File: src/rtl/upcoin_spi_master.sv
// ---------------------------------------------------------------------------
// upcoin_spi_master
//
// SPI host for the uPcoin hashing core. Takes 512-bit padded message blocks
// from on-chip logic and shifts them MSB-first to the core. Between blocks it
// waits for the core's input_ready flag. After the final block it waits for
// done, then clocks the digest back in MSB-first on sdo.
//
// Ports
//   clk, reset        system clock, asynchronous active-high reset
//   blk_data/valid/   block handshake; a block is accepted when
//   blk_last/ready    blk_valid && blk_ready
//   hash, hash_valid  digest (held until the next digest) and its 1-cycle pulse
//   busy              message in progress
//   err               1-cycle timeout pulse (constant 0 in the default build)
//   sck, sdi, sdo     SPI link; sck idles low, the core samples sdi on sck rise
//   load              high during the first block of a message
//   block_load        high while a block is being shifted
//   message_load      high from first-block accept until the last block ends
//   input_ready, done core flow-control flags
//
// Build option
//   UPCOIN_SPI_TIMEOUT_EN: bounds the GAP and WAIT_DONE waits to
//   TIMEOUT_CYCLES. On expiry it pulses err, drops the link and returns to
//   IDLE. Without the macro the waits are unbounded and err is tied low.
// ---------------------------------------------------------------------------
module upcoin_spi_master #(
    parameter int BLOCK_BITS     = 512,
    parameter int HASH_BITS      = 256,
    parameter int SCK_DIV        = 4,
    parameter int TIMEOUT_CYCLES = 1048576
) (
    input  logic                  clk,
    input  logic                  reset,
    input  logic [BLOCK_BITS-1:0] blk_data,
    input  logic                  blk_valid,
    input  logic                  blk_last,
    output logic                  blk_ready,
    output logic [HASH_BITS-1:0]  hash,
    output logic                  hash_valid,
    output logic                  busy,
    output logic                  err,
    output logic                  sck,
    output logic                  sdi,
    input  logic                  sdo,
    output logic                  load,
    output logic                  block_load,
    output logic                  message_load,
    input  logic                  input_ready,
    input  logic                  done
);
    localparam int BCW = $clog2(BLOCK_BITS) + 1;
    localparam int DW  = (SCK_DIV > 1) ? $clog2(SCK_DIV) : 1;

    // WAIT_BLK is kept in the encoding but never entered; it decodes back to IDLE.
    typedef enum logic [2:0] {IDLE, WAIT_BLK, SHIFT, GAP, WAIT_DONE, READ, FINISH} state_t;
    state_t state, state_next;

    // The shift register carries the outgoing block. During READ it is reused
    // to collect the digest in its low HASH_BITS bits.
    logic [BLOCK_BITS-1:0] shreg;
    logic [BCW-1:0]        bit_cnt;
    logic [DW-1:0]         div_cnt;
    logic                  blk_last_q;
    logic                  idle_rdy;   // keeps blk_ready low while reset is held
    logic                  accept;
    logic                  half_end;
    logic                  last_bit;
    logic                  last_hbit;
    logic                  timeout;

    assign half_end  = (div_cnt == DW'(SCK_DIV - 1));
    assign last_bit  = (bit_cnt == BCW'(BLOCK_BITS - 1));
    assign last_hbit = (bit_cnt == BCW'(HASH_BITS - 1));

    // sdi follows the register MSB only while a block is on the wire.
    assign sdi = block_load & shreg[BLOCK_BITS-1];

`ifdef UPCOIN_SPI_TIMEOUT_EN
    localparam int TW = $clog2(TIMEOUT_CYCLES + 1);
    logic [TW-1:0] to_cnt;
    logic          to_run;

    assign to_run  = (state == WAIT_DONE && !done) || (state == GAP && !input_ready);
    assign timeout = to_run && (to_cnt == TW'(TIMEOUT_CYCLES - 1));

    always_ff @(posedge clk or posedge reset) begin
        if (reset)
            to_cnt <= '0;
        else if (to_run && !timeout)
            to_cnt <= to_cnt + 1'b1;
        else
            to_cnt <= '0;
    end
`else
    assign timeout = 1'b0;
    assign err     = 1'b0;
`endif

    always_ff @(posedge clk or posedge reset) begin
        if (reset)
            state <= IDLE;
        else
            state <= state_next;
    end

    always_comb begin
        state_next = state;
        blk_ready  = 1'b0;
        accept     = 1'b0;
        case (state)
            IDLE: begin
                blk_ready = idle_rdy;
                if (idle_rdy && blk_valid) begin
                    accept     = 1'b1;
                    state_next = SHIFT;
                end
            end
            SHIFT:
                if (half_end && sck && last_bit)
                    state_next = blk_last_q ? WAIT_DONE : GAP;
            // done is deliberately not looked at here; only input_ready moves GAP on.
            GAP: begin
                blk_ready = input_ready;
                if (input_ready && blk_valid) begin
                    accept     = 1'b1;
                    state_next = SHIFT;
                end
            end
            WAIT_DONE:
                if (done)
                    state_next = READ;
            READ:
                if (half_end && !sck && last_hbit)
                    state_next = FINISH;
            FINISH:
                state_next = IDLE;
            default:
                state_next = IDLE;
        endcase
        if (timeout)
            state_next = IDLE;
    end

    always_ff @(posedge clk) begin
        if (accept)
            shreg <= blk_data;
        else if (state == SHIFT && sck && half_end)
            shreg <= {shreg[BLOCK_BITS-2:0], 1'b0};
        else if (state == READ && sck && half_end)
            shreg <= {shreg[BLOCK_BITS-2:0], sdo};
    end

    always_ff @(posedge clk or posedge reset) begin
        if (reset) begin
            sck          <= 1'b0;
            load         <= 1'b0;
            block_load   <= 1'b0;
            message_load <= 1'b0;
            busy         <= 1'b0;
            hash         <= '0;
            hash_valid   <= 1'b0;
            bit_cnt      <= '0;
            div_cnt      <= '0;
            blk_last_q   <= 1'b0;
            idle_rdy     <= 1'b0;
`ifdef UPCOIN_SPI_TIMEOUT_EN
            err          <= 1'b0;
`endif
        end else begin
            hash_valid <= 1'b0;
            idle_rdy   <= (state_next == IDLE);
`ifdef UPCOIN_SPI_TIMEOUT_EN
            err        <= timeout;
`endif
            if (timeout) begin
                sck          <= 1'b0;
                load         <= 1'b0;
                block_load   <= 1'b0;
                message_load <= 1'b0;
                busy         <= 1'b0;
            end else begin
                case (state)
                    IDLE, GAP:
                        if (accept) begin
                            blk_last_q <= blk_last;
                            sck        <= 1'b0;
                            bit_cnt    <= '0;
                            div_cnt    <= '0;
                            block_load <= 1'b1;
                            if (state == IDLE) begin
                                busy         <= 1'b1;
                                message_load <= 1'b1;
                                load         <= 1'b1;
                            end
                        end
                    // Each bit: sck low SCK_DIV clocks, then high SCK_DIV clocks.
                    SHIFT: begin
                        div_cnt <= half_end ? '0 : div_cnt + 1'b1;
                        if (half_end) begin
                            sck <= ~sck;
                            if (sck) begin
                                if (last_bit) begin
                                    block_load <= 1'b0;
                                    load       <= 1'b0;
                                    if (blk_last_q)
                                        message_load <= 1'b0;
                                end else begin
                                    bit_cnt <= bit_cnt + 1'b1;
                                end
                            end
                        end
                    end
                    // The first read pulse starts rising on the same edge that sees done.
                    WAIT_DONE:
                        if (done) begin
                            sck     <= 1'b1;
                            bit_cnt <= '0;
                            div_cnt <= '0;
                        end
                    READ: begin
                        div_cnt <= half_end ? '0 : div_cnt + 1'b1;
                        if (half_end) begin
                            if (sck) begin
                                sck <= 1'b0;
                            end else if (!last_hbit) begin
                                sck     <= 1'b1;
                                bit_cnt <= bit_cnt + 1'b1;
                            end
                        end
                    end
                    FINISH: begin
                        hash       <= shreg[HASH_BITS-1:0];
                        hash_valid <= 1'b1;
                        busy       <= 1'b0;
                    end
                    default: ;
                endcase
            end
        end
    end

endmodule

File: config.mk
export PLATFORM = sky130hd
export DESIGN_NAME = upcoin_spi_master
export DESIGN_NICKNAME = d
export VERILOG_FILES = /design/src/rtl/upcoin_spi_master.sv
export SDC_FILE = /design/constraint.sdc
export NUM_CORES = 1
export LEC_CHECK = 0
export BUFFER_PORTS_ARGS = -buffer_cell sky130_fd_sc_hd__buf_2
export CORE_AREA = 2 2 304 306
export DETAILED_ROUTE_END_ITERATION = 16
export DIE_AREA = 0 0 306 308
export GPL_ROUTABILITY_DRIVEN = 1
export HOLD_SLACK_MARGIN = 0.1
export REMOVE_ABC_BUFFERS = 1
export SYNTH_ARGS = -nofsm -noshare
export SYNTH_HDL_FRONTEND = slang
export SYNTH_SLANG_ARGS = --single-unit
File: constraint.sdc
create_clock -name clk -period 60.7 [get_ports clk]
set_clock_uncertainty 0.1 [all_clocks]
set_input_delay 18.21 -clock clk [delete_from_list [all_inputs] [get_ports clk]]
set_output_delay 18.21 -clock clk [all_outputs]
set_load 0.01 [all_outputs]
Word-level counts from Yosys, hierarchy flattened
Index checks and enable logic that the tools add are counted.
- register bits after elaboration: 791
- output and inout port bits: 265
- word-level logic and storage cells: 113
- bits of input ports: 519
- $add $sub $neg: 2
- reductions and logical operators: 28
- muxes and demuxes: 49
- bitwise logic cells: 2
- eq/ne operators: 19
- operators by type and width (cell ; number):
    512-bit 2-to-1 mux ; 3
    10-bit 2-to-1 mux ; 8
    10-bit case mux with 4 select lines ; 1
    2-bit inequality test (second input constant) ; 11
    1-bit 2-to-1 mux ; 19
    3-bit 2-to-1 mux ; 6
    3-bit case mux with 5 select lines ; 1
    1-bit case mux with 2 select lines ; 6
    10-bit by 1-bit adder with 10-bit output (second input constant) ; 1
    10-bit by 8-bit == test with 1-bit output (second input constant) ; 1
    10-bit by 9-bit == test with 1-bit output (second input constant) ; 1
    1-bit logical AND ; 10
    5-bit AND reduction ; 2
    3-bit == test (second input constant) ; 3
    9-bit AND reduction ; 1
    7-bit AND reduction ; 1
    3-bit by 2-bit == test with 1-bit output (second input constant) ; 2
    3-bit logical NOT ; 2
    2-bit 2-to-1 mux ; 3
    2-bit case mux with 3 select lines ; 1
    3-bit AND reduction ; 2
    6-bit AND reduction ; 1
    3-bit nonzero test ; 2
    1-bit case mux with 4 select lines ; 1
    9 further kinds ; 11

Depth between registers and ports, before layout
Gate-level depths: netlist of run 1.
- depth in word-level cells: 6
- depth in mapped cells: 9
- mapped depth without buffers: 6

Worst setup path after synthesis of run 1
No wires, ideal clock.
- path type: input to register
- from: in input_ready
- to: reg shreg[0] (enable)
- data required time: 54.133 ns
- cell stages on the path: 6
- path slack: 19.865 ns
- path buffers: 2
- library setup time: 6.467 ns
- arrival: 34.268 ns
- cell sequence: nand3_1 a21oi_1 nand2_1 clkbuf_1 clkbuf_1 o21ai_0
- word-level cells in the longest chain between the ends: 4
- RTL lines (item ; RTL line ; text):
    start, declared ; 49 ; input logic input_ready,
    1-bit logical AND ; 125 ; if (input_ready && blk_valid) begin
    1-bit 2-to-1 mux ; 125 ;
    1-bit case mux with 2 select lines ; 111 ; case (state)
    3-bit nonzero test (no line) ; -- ;
    end signal, assigned ; 147 ; shreg <= blk_data;
    end signal, assigned ; 149 ; shreg <= {shreg[BLOCK_BITS-2:0], 1'b0};
    end signal, assigned ; 151 ; shreg <= {shreg[BLOCK_BITS-2:0], sdo};
    end, declared ; 61 ; logic [BLOCK_BITS-1:0] shreg;
Every way passes these cells.
A chain may end at the register's enable or synchronous reset.

Final worst setup path of run 1
- from: in input_ready
- to: out blk_ready
- word-level cells in the longest chain between the ends: 1
- RTL lines (item ; RTL line ; text):
    1-bit case mux with 2 select lines ; 111 ;
    end, declared ; 38 ; output logic blk_ready,
Every way passes these cells.

==> impl_metrics.py, run 1 <==
metrics = {
    "flow_run": {
        "cap_violations": 0,
    },
    "power_and_ir_drop": {
        "cellPowerDensity_nw_per_um2": 35.63,
        "seqPwrFrac": 0.503,
        "power_frac_clock": 0.368,
        "vdd_ir_drop_max_mv": 0.02742,
        "switching_power_uw": 380.3,
        "p_comb_frac": 0.129,
        "switching_share": 0.2647,
        "power_uw": 1437,
        "leakagePower_uw": 0.02025,
        "internal_power_uw": 1056,
    },
    "drt": {
        "wire_per_inst_um": 17.40,
        "totalWireLength_um": 93720,
        "drt_iter0_markers": 2245,
        "vias_per_cell": 4.648,
        "drt_first_pass_iters": 7,
        "drc": 0,
        "ant_nets": 0,
        "vias": 25038,
    },
    "clocking": {
        "cts_buffers": 87,
        "path_clk_slew_ns": 0.06,
        "htree_num_levels": 3,
        "cts_tree": "yes",
        "cts_buffer_depth": 3,
        "ctsResizeCount": 0,
        "clock_latency_ns": 0.65,
        "holdBufCountCts": 0,
        "postCtsSetupBuffers": 0,
        "cts_sinks": 791,
        "cts-root-buf": "clkbuf_16",
    },
    "die": {
        "die_y_um": 308,
        "start_util": 0.3579,
        "fp.coreArea_um2": 90970,
        "die-width_um": 306,
        "rows": 111,
        "num_io_pins": 784,
        "die_area_um2": 94250,
    },
    "synthesis": {
        "yosys.area.top_type_share": 0.4722,
        "synth_cell_types": 48,
        "synthCells": 3390,
        "synth_area_leaders": "edfxtp_1 (47%), nand2_1 (27%), dfrtp_1 (21%)",
        "avgSynthCellArea_um2": 9.605,
        "ys_ff_latch": 791,
        "async_flop_share": 0.3527,
        "synth_edf_count": 512,
        "yosys_most_used_dff": "edfxtp_1",
        "ys_warn_count": 0,
        "synth_top_area_cell": "edfxtp_1",
        "syn-cell-area_um2": 32560,
        "synth_seq_area_share": 0.6866,
    },
    "global_route": {
        "grt_use_total": 0.1935,
        "grt_start_max_net_pins": 210,
        "grt_pass1_vias": 24351,
        "grt_pass1_wl_um": 141400,
        "antenna_found_initial": 48,
        "grt-ovfl-total": 0,
    },
    "critical_path": {
        "criticalPathCategory": "in2out",
        "cpMostUsedCell": "buf_2",
        "rr_startpoint": "state[0]$_DFF_PP0_",
        "cp.arrival_ns": 18.93,
        "worstPathRequired_ns": 42.39,
        "crit_path_top_delay_cell": "a21oi_1",
        "cpPeakStageDelay_ns": 0.34,
        "worstSetupStartpoint": "input_ready",
        "crit_chain": "buf_2 > nand3_1 > a21oi_1 > buf_2",
        "crit_path_max_fanout": 3,
        "end_kind": "output pin",
        "startpoint_type": "primary input",
    },
    "placed_design": {
        "port_buffers": 782,
        "post-dp-hpwl_um": 62150,
        "place_congestion": 0.8237,
        "dp.cells": 5201,
    },
    "layout": {
        "synthToLayoutAreaGrowth_pct": 23.84,
        "drive_gt1_frac": 0.2278,
        "fin_nets": 4625,
        "stdcell_count": 5387,
    },
    "timing": {
        "slew_headroom": 0.2426,
        "report.final.slew_viol_count": 0,
        "period_share": 0.6135,
        "fin_crit_ns": 37.24,
        "max_freq_mhz": 26.85,
        "rsz0062_at_grt": "false",
        "hold_viol_final": 0,
        "tightestPinTransition_ns": 1.136,
        "holdWs_ns": 0.3594,
        "fin_setup_tns_ns": 0,
        "setup_violations": 0,
    },
    "outcome": {
        "run_status": "complete, no violations",
    },
    "hold_path": {
        "worstHoldStart": "shreg[137]$_DFFE_PP_",
        "hp-class": "reg2reg",
    },
}
==> flip-flops by register name (all words and copies together), names as in the netlist <==
name	count
shreg	512
idle_rdy	1
busy	1
load	1
message_load	1
sck	1
bit_cnt	10
div_cnt	2
state	3
hash	256
hash_valid	1
blk_last_q	1
block_load	1
==> cells in the mapped netlist, types with 2 or more instances <==
master	number
inv_1	2
buf_2	51
nand2_1	2315
a21oi_1	6
and3_1	2
o31ai_2	3
nor2_1	13
o22ai_1	2
ha_1	2
o31ai_1	6
nor4_1	2
mux2_2	3
buf_6	3
buf_4	11
clkbuf_1	111
nand2b_1	5
edfxtp_1	512
nand4_1	2
buf_1	4
and2_1	4
o21ai_0	10
or2_2	2
a211o_1	2
o21a_1	4
o31ai_4	2
nand3b_1	2
nand3_1	8
mux2i_1	2
dfrtp_1	279
nor3_1	2
==> worst max-delay path: cells and delay by family <==
family          cells  cell delay, ns
compound gates      1            0.34
buf+inv             2            0.30
simple gates        1            0.07
==> logic make-up (layout without fill, tap and decap cells) <==
group                    after synthesis  count (layout)  synth area share
adder cells (fa/ha/maj)                2               2         0.0007684
AND/OR/NAND/NOR                     2366            2366            0.2758
flip-flops                           791             791            0.6866
multiplexers                           5               5          0.001652
other                                  1              23         0.0001152
buffers and inverters                183             972           0.02502
AO/OA/AOI/OAI                         42              42           0.01003
==> cells in the final DEF, fill, tap and decap left out, types with 11 or more instances in the layout <==
| cell type | netlist | final |
|---|---|---|
| buf_2 | 51 | 782 |
| buf_4 | 11 | 18 |
| clkbuf_1 | 111 | 24 |
| clkbuf_16 | 0 | 91 |
| clkinv_1 | 1 | 11 |
| clkinv_2 | 0 | 14 |
| dfrtp_1 | 279 | 279 |
| diode_2 | 0 | 22 |
| edfxtp_1 | 512 | 512 |
| nand2_1 | 2315 | 2314 |
| nor2_1 | 13 | 13 |
==> per-stage QoR <==
step	util	instance area [µm²]	setup WS, ns
after floorplan	-	31760	-58.43
after global placement	0.4115	37430	23.44
after detailed placement	0.4115	37430	23.46
after CTS	0.4427	40270	23.46
after global routing	0.4431	40310	23.38
final	0.4433	40320	23.46
==> metal layers <==
layer	vias up	part of all wire	track usage
met4	54	0.029	0.07103
met1	11760	0.42	0.2470
met2	831	0.46	0.3080
met5	-	0.0035	0
li1	12212	-	-
met3	181	0.084	0.06212
==> cell type report <==
type | count | area (µm²)
antenna | 22 | 55.05
clock buffer | 124 | 2491
clock inverter | 40 | 347.8
fill | 8916 | 50640
inverter | 3 | 26.28
multi-input combinational | 2416 | 9414
sequential | 791 | 22360
tap | 1186 | 1484
timing repair buffer | 805 | 4149
==> path summary, 6_finish.rpt <==
check	slack (ns)	to	cells past startpoint
hold reg to reg	0.36	hash[137]$_DFFE_PP0P_	2
setup reg to reg	55.53	shreg[242]$_DFFE_PP_	7
setup / recovery	23.46	blk_ready	4
hold / removal	0.36	hash[137]$_DFFE_PP0P_	2
min in group asynchronous	17.58	hash_valid$_DFF_PP0_	2
max in group asynchronous	41.48	hash[244]$_DFFE_PP0P_	3
==> power by group through the flow <==
stage               Sequential (µW)  Clock, µW  Combinational [µW]
finish                          722        529                 186
detailed placement              732          0                 188
CTS                             722        540                 189
global placement                730          0                 186
floorplan                       864          0                 149
global route                    729        561                 212
No activity file was read; power rests on OpenSTA's default activity.
==> run 2: changes to the inputs <==
--- a/config.mk
+++ b/config.mk
@@ -6,9 +6,9 @@
 export NUM_CORES = 1
 export LEC_CHECK = 0
 export BUFFER_PORTS_ARGS = -buffer_cell sky130_fd_sc_hd__buf_2
-export CORE_AREA = 2 2 304 306
+export CORE_AREA = 2 2 306 308
 export DETAILED_ROUTE_END_ITERATION = 16
-export DIE_AREA = 0 0 306 308
+export DIE_AREA = 0 0 308 310
 export GPL_ROUTABILITY_DRIVEN = 1
 export HOLD_SLACK_MARGIN = 0.1
 export REMOVE_ABC_BUFFERS = 1
==> constraint.sdc (replaced) <==
create_clock -name clk -period 35.8 [get_ports clk]
set_clock_uncertainty 0.1 [all_clocks]
set_input_delay 10.74 -clock clk [delete_from_list [all_inputs] [get_ports clk]]
set_output_delay 10.74 -clock clk [all_outputs]
set_load 0.01 [all_outputs]
==> impl_metrics.py, run 2 (synthesis gave the netlist of run 1 again) <==
metrics = {
    "outcome": {
        "run_status": "complete, no violations",
    },
    "global_route": {
        "grt_use_total": 0.1934,
        "grt_pass1_wl_um": 142600,
        "antenna_found_initial": 69,
        "grt-ovfl-total": 0,
        "grt_pass1_vias": 24387,
        "grt_start_max_net_pins": 205,
    },
    "timing": {
        "setup_violations": 0,
        "fin_setup_tns_ns": 0,
        "slew_headroom": 0.2454,
        "report.final.slew_viol_count": 0,
        "max_freq_mhz": 44.86,
        "period_share": 0.6227,
        "fin_ws_ns": 13.51,
        "hold_viol_final": 0,
        "fin_crit_ns": 22.29,
        "rsz0062_at_grt": "false",
        "tightestPinTransition_ns": 1.132,
    },
    "placed_design": {
        "dp.cells": 5215,
        "post-dp-hpwl_um": 63690,
        "port_buffers": 782,
        "place_congestion": 0.8238,
        "place_ws_ns": 13.50,
    },
    "layout": {
        "top_regs": "shreg: 512 flops, hash: 256 flops, bit_cnt: 10 flops",
        "largest_register_ff_count": 512,
        "top_register": "shreg",
        "stdcell_count": 5408,
        "synthToLayoutAreaGrowth_pct": 24.09,
        "final_cell_mix": "nand2_1 (2314), buf_2 (782), edfxtp_1 (512)",
        "fin_nets": 4630,
        "drive_gt1_frac": 0.2314,
        "final_common_cell": "nand2_1",
    },
    "power_and_ir_drop": {
        "leakagePower_uw": 0.02031,
        "power_frac_clock": 0.373,
        "switching_share": 0.2668,
        "switching_power_uw": 656.0,
        "seqPwrFrac": 0.499,
        "vdd_ir_drop_max_mv": 0.03641,
        "p_comb_frac": 0.129,
        "internal_power_uw": 1803,
        "cellPowerDensity_nw_per_um2": 60.85,
        "power_uw": 2459,
    },
    "critical_path": {
        "crit_path_max_fanout": 3,
        "startpoint_type": "primary input",
        "crit_path_top_delay_cell": "a21oi_1",
        "end_kind": "output pin",
        "criticalPathCategory": "in2out",
        "cpMostUsedCell": "buf_2",
        "cpPeakStageDelay_ns": 0.34,
        "crit_chain": "buf_2 > nand3_1 > a21oi_1 > buf_2",
        "cp.arrival_ns": 11.45,
        "worstPathRequired_ns": 24.96,
    },
    "clocking": {
        "ctsResizeCount": 0,
        "cts-root-buf": "clkbuf_16",
        "holdBufCountCts": 0,
        "postCtsSetupBuffers": 0,
        "clock_latency_ns": 0.65,
        "htree_num_levels": 3,
        "cts_buffers": 89,
        "path_clk_slew_ns": 0.06,
        "cts_buffer_depth": 3,
        "cts_sinks": 791,
        "cts_tree": "yes",
    },
    "hold_path": {
        "hp-class": "reg2reg",
    },
    "drt": {
        "totalWireLength_um": 95420,
        "drt_iter0_markers": 2169,
        "vias": 25093,
        "wire_per_inst_um": 17.64,
        "drc": 0,
        "ant_nets": 0,
        "vias_per_cell": 4.640,
        "drt_first_pass_iters": 5,
    },
    "die": {
        "die_y_um": 310,
        "fp.coreArea_um2": 92490,
        "die-width_um": 308,
        "start_util": 0.3521,
        "num_io_pins": 784,
        "die_area_um2": 95480,
        "rows": 112,
    },
    "flow_run": {
        "cap_violations": 0,
    },
}
run 2: cell types whose count changed in the layout (fill, tap and decap cells not counted), sizes merged:
cell      before  now
clkinv        25   35
clkbuf       124  118
diode         22   28
buf          805  808
clkinvlp       3    0
bufinv         5    6
inv           10    9
run 2: worst max-delay path, delay by kind of cell:
kind	cells	cell delay, ns
AO/OA/AOI/OAI	1	0.34
AND/OR/NAND/NOR	1	0.07
buffers and inverters	2	0.30
run 2: path summary, 6_finish.rpt:
kind / startpoint / to / slack, ns / cells past startpoint
max: input_ready / blk_ready / 13.51 / 4
min: shreg[49]$_DFFE_PP_ / hash[49]$_DFFE_PP0P_ / 0.36 / 2
max reg2reg: state[0]$_DFF_PP0_ / shreg[183]$_DFFE_PP_ / 30.30 / 7
min reg2reg: shreg[49]$_DFFE_PP_ / hash[49]$_DFFE_PP0P_ / 0.36 / 2
max in group asynchronous: reset / hash[235]$_DFFE_PP0P_ / 22.35 / 5
min in group asynchronous: reset / hash[2]$_DFFE_PP0P_ / 10.10 / 2
run 2: cell type report:
type	instances	area, µm²
repair buffers	808	4134
diodes	28	70.07
flip-flops and latches	791	22360
well taps	1197	1498
clock inverters	47	407.9
inverters	3	26.28
clock buffers	118	2499
fillers	9150	52080
multi-input cells	2416	9414
run 2: per-stage QoR:
| step | hold WS, ns | util | instance area [µm²] |
|---|---|---|---|
| after floorplan | 0.3406 | - | 31760 |
| after global placement | 0.3446 | 0.4047 | 37430 |
| after detailed placement | 0.3505 | 0.4047 | 37430 |
| after CTS | 0.3560 | 0.4361 | 40330 |
| after global routing | 0.3796 | 0.4366 | 40380 |
| final | 0.3588 | 0.4369 | 40410 |
run 2: power by group through the flow:
| stage | Combinational [µW] | Clock, µW | Sequential [µW] |
|---|---|---|---|
| 6_report | 317 | 916 | 1230 |
| 5_1_grt | 363 | 972 | 1240 |
| 4_1_cts | 324 | 937 | 1230 |
| 3_5_place_dp | 323 | 0 | 1240 |
| 3_3_place_gp | 317 | 0 | 1240 |
| 2_1_floorplan | 253 | 0 | 1460 |
run 2: routing by layer:
metal / GRT usage / vias to the layer above / part of all wire
met5: 0 / - / 0.0058
li1: - / 12231 / -
met3: 0.07274 / 210 / 0.098
met1: 0.2406 / 11716 / 0.40
met4: 0.06977 / 84 / 0.028
met2: 0.3080 / 852 / 0.46
==> run 3: changes to the inputs <==
==> constraint.sdc (replaced) <==
create_clock -name clk -period 22.7 [get_ports clk]
set_clock_uncertainty 0.1 [all_clocks]
set_input_delay 6.81 -clock clk [delete_from_list [all_inputs] [get_ports clk]]
set_output_delay 6.81 -clock clk [all_outputs]
set_load 0.01 [all_outputs]
==> impl_metrics.py, run 3 (synthesis gave the netlist of run 1 again) <==
metrics = {
    "clocking": {
        "ctsResizeCount": 0,
        "cts_tree": "yes",
        "path_clk_slew_ns": 0.06,
        "cts-root-buf": "clkbuf_16",
        "holdBufCountCts": 0,
        "cts_sinks": 791,
        "cts_buffer_depth": 3,
        "htree_num_levels": 3,
        "cts_buffers": 88,
        "postCtsSetupBuffers": 0,
        "clock_latency_ns": 0.66,
    },
    "layout": {
        "largest_register_ff_count": 512,
        "fill_cells": 9085,
        "multi_input_area_um2": 9414,
        "final_common_cell": "nand2_1",
        "seq_area_um2": 22360,
        "fin_nets": 4625,
        "final_cell_mix": "nand2_1 (2314), buf_2 (782), edfxtp_1 (512)",
        "top_register": "shreg",
        "stdcell_area_um2": 40360,
        "top_regs": "shreg: 512 flops, hash: 256 flops, bit_cnt: 10 flops",
        "drive_gt1_frac": 0.2267,
        "synthToLayoutAreaGrowth_pct": 23.95,
    },
    "drt": {
        "drt_first_pass_iters": 5,
        "vias": 25291,
        "ant_nets": 0,
        "drc": 0,
        "totalWireLength_um": 96040,
        "wire_per_inst_um": 17.78,
        "drt_iter0_markers": 2147,
        "vias_per_cell": 4.682,
    },
    "timing": {
        "report.final.slew_viol_count": 0,
        "holdWs_ns": 0.3535,
        "hold_viol_final": 0,
        "slew_headroom": 0.2682,
        "setup_violations": 0,
        "fin_crit_ns": 14.45,
        "tightestPinTransition_ns": 1.098,
        "max_freq_mhz": 69.21,
        "period_share": 0.6365,
        "rsz0062_at_grt": "false",
        "fin_setup_tns_ns": 0,
        "fin_ws_ns": 8.251,
    },
    "die": {
        "die_y_um": 310,
        "die_area_um2": 95480,
        "rows": 112,
        "start_util": 0.3521,
        "die-width_um": 308,
        "fp.coreArea_um2": 92490,
        "num_io_pins": 784,
    },
    "critical_path": {
        "cpMostUsedCell": "buf_2",
        "critical_path.top_delay_family": "compound AO/OA/AOI/OAI gates",
        "crit_path_top_delay_cell": "a21oi_1",
        "cp.arrival_ns": 7.54,
        "criticalPathCategory": "in2out",
        "startpoint_type": "primary input",
        "critPathBufInv": 2,
        "worstPathRequired_ns": 15.79,
        "end_kind": "output pin",
        "cpPeakStageDelay_ns": 0.35,
        "crit_chain": "buf_2 > nand3_1 > a21oi_1 > buf_2",
        "crit_path_max_fanout": 3,
    },
    "placed_design": {
        "place_ws_ns": 8.257,
        "placed_area_um2": 37440,
        "place_congestion": 0.8154,
        "port_buffers": 782,
        "post-dp-hpwl_um": 63160,
    },
    "global_route": {
        "antenna_found_initial": 62,
        "grt_use_total": 0.1947,
        "grt_pass1_vias": 24329,
        "grt-ovfl-total": 0,
        "grt_start_max_net_pins": 200,
        "grt_pass1_wl_um": 143500,
    },
    "power_and_ir_drop": {
        "leakagePower_uw": 0.02025,
        "cellPowerDensity_nw_per_um2": 96.00,
        "vdd_ir_drop_max_mv": 0.06988,
    },
    "flow_run": {
        "cap_violations": 0,
    },
    "outcome": {
        "run_status": "complete, no violations",
    },
    "hold_path": {
        "hp-class": "reg2reg",
    },
}
run 3: changes by cell type in the layout (fill, tap and decap cells not counted), moves of 3 or more:
cell      before  now
clkbuf_1      15   30
buf_12         2    5
clkbuf_8      12    6
clkinv_2      25   13
buf_4         24   17
run 3: where the power goes:
group	total (µW)	internal, µW	switching [µW]
sequential	1930	1850	86.8
combinational	501	155	346
clock	1440	839	602
total	3870	2840	1040
run 3: cell type report:
type                    instances  area share
clock inverters                37    0.009487
flip-flops and latches        791      0.5539
clock buffers                 127     0.06126
diodes                         27    0.001674
inverters                       3   0.0006510
repair buffers                804      0.1026
well taps                    1197     0.03711
multi-input cells            2416      0.2333
run 3: per-layer routing:
| metal | routed length (µm) | vias up | track usage | share of wire |
|---|---|---|---|---|
| met5 | 507 | - | 0 | 0.0053 |
| met4 | 3393 | 74 | 0.08293 | 0.035 |
| met3 | 9316 | 226 | 0.07492 | 0.097 |
| met2 | 44090 | 863 | 0.3081 | 0.46 |
| met1 | 38730 | 11897 | 0.2377 | 0.40 |
| li1 | - | 12231 | - | - |
run 3: final timing paths:
check / from / endpoint / slack [ns] / cells after the start
hold reg to reg: shreg[145]$_DFFE_PP_ / hash[145]$_DFFE_PP0P_ / 0.35 / 2
min in group asynchronous: reset / hash[1]$_DFFE_PP0P_ / 6.23 / 2
setup / recovery: input_ready / blk_ready / 8.25 / 4
max in group asynchronous: reset / hash[232]$_DFFE_PP0P_ / 13.89 / 4
hold / removal: shreg[145]$_DFFE_PP_ / hash[145]$_DFFE_PP0P_ / 0.35 / 2
setup reg to reg: state[0]$_DFF_PP0_ / shreg[380]$_DFFE_PP_ / 17.44 / 8
run 3: worst register-to-register path, cell delays in order, from the launching register on:
cell	delay, ns
dfrtp_1	0.56
or3b_2	0.55
a21oi_1	0.32
and2_4	0.57
buf_12	0.66
buf_4	1.12
buf_4	0.93
nand2_1	0.21
nand2_1	0.10
run 3: stage by stage:
stage                       util  total power (µW)  std cells
after floorplan                -              2709       3210
after global placement    0.4048              2457       5211
after detailed placement  0.4048              2469       5211
after CTS                 0.4356              3919       5375
after global routing      0.4361              4055       5392
final                     0.4364              3874       5402
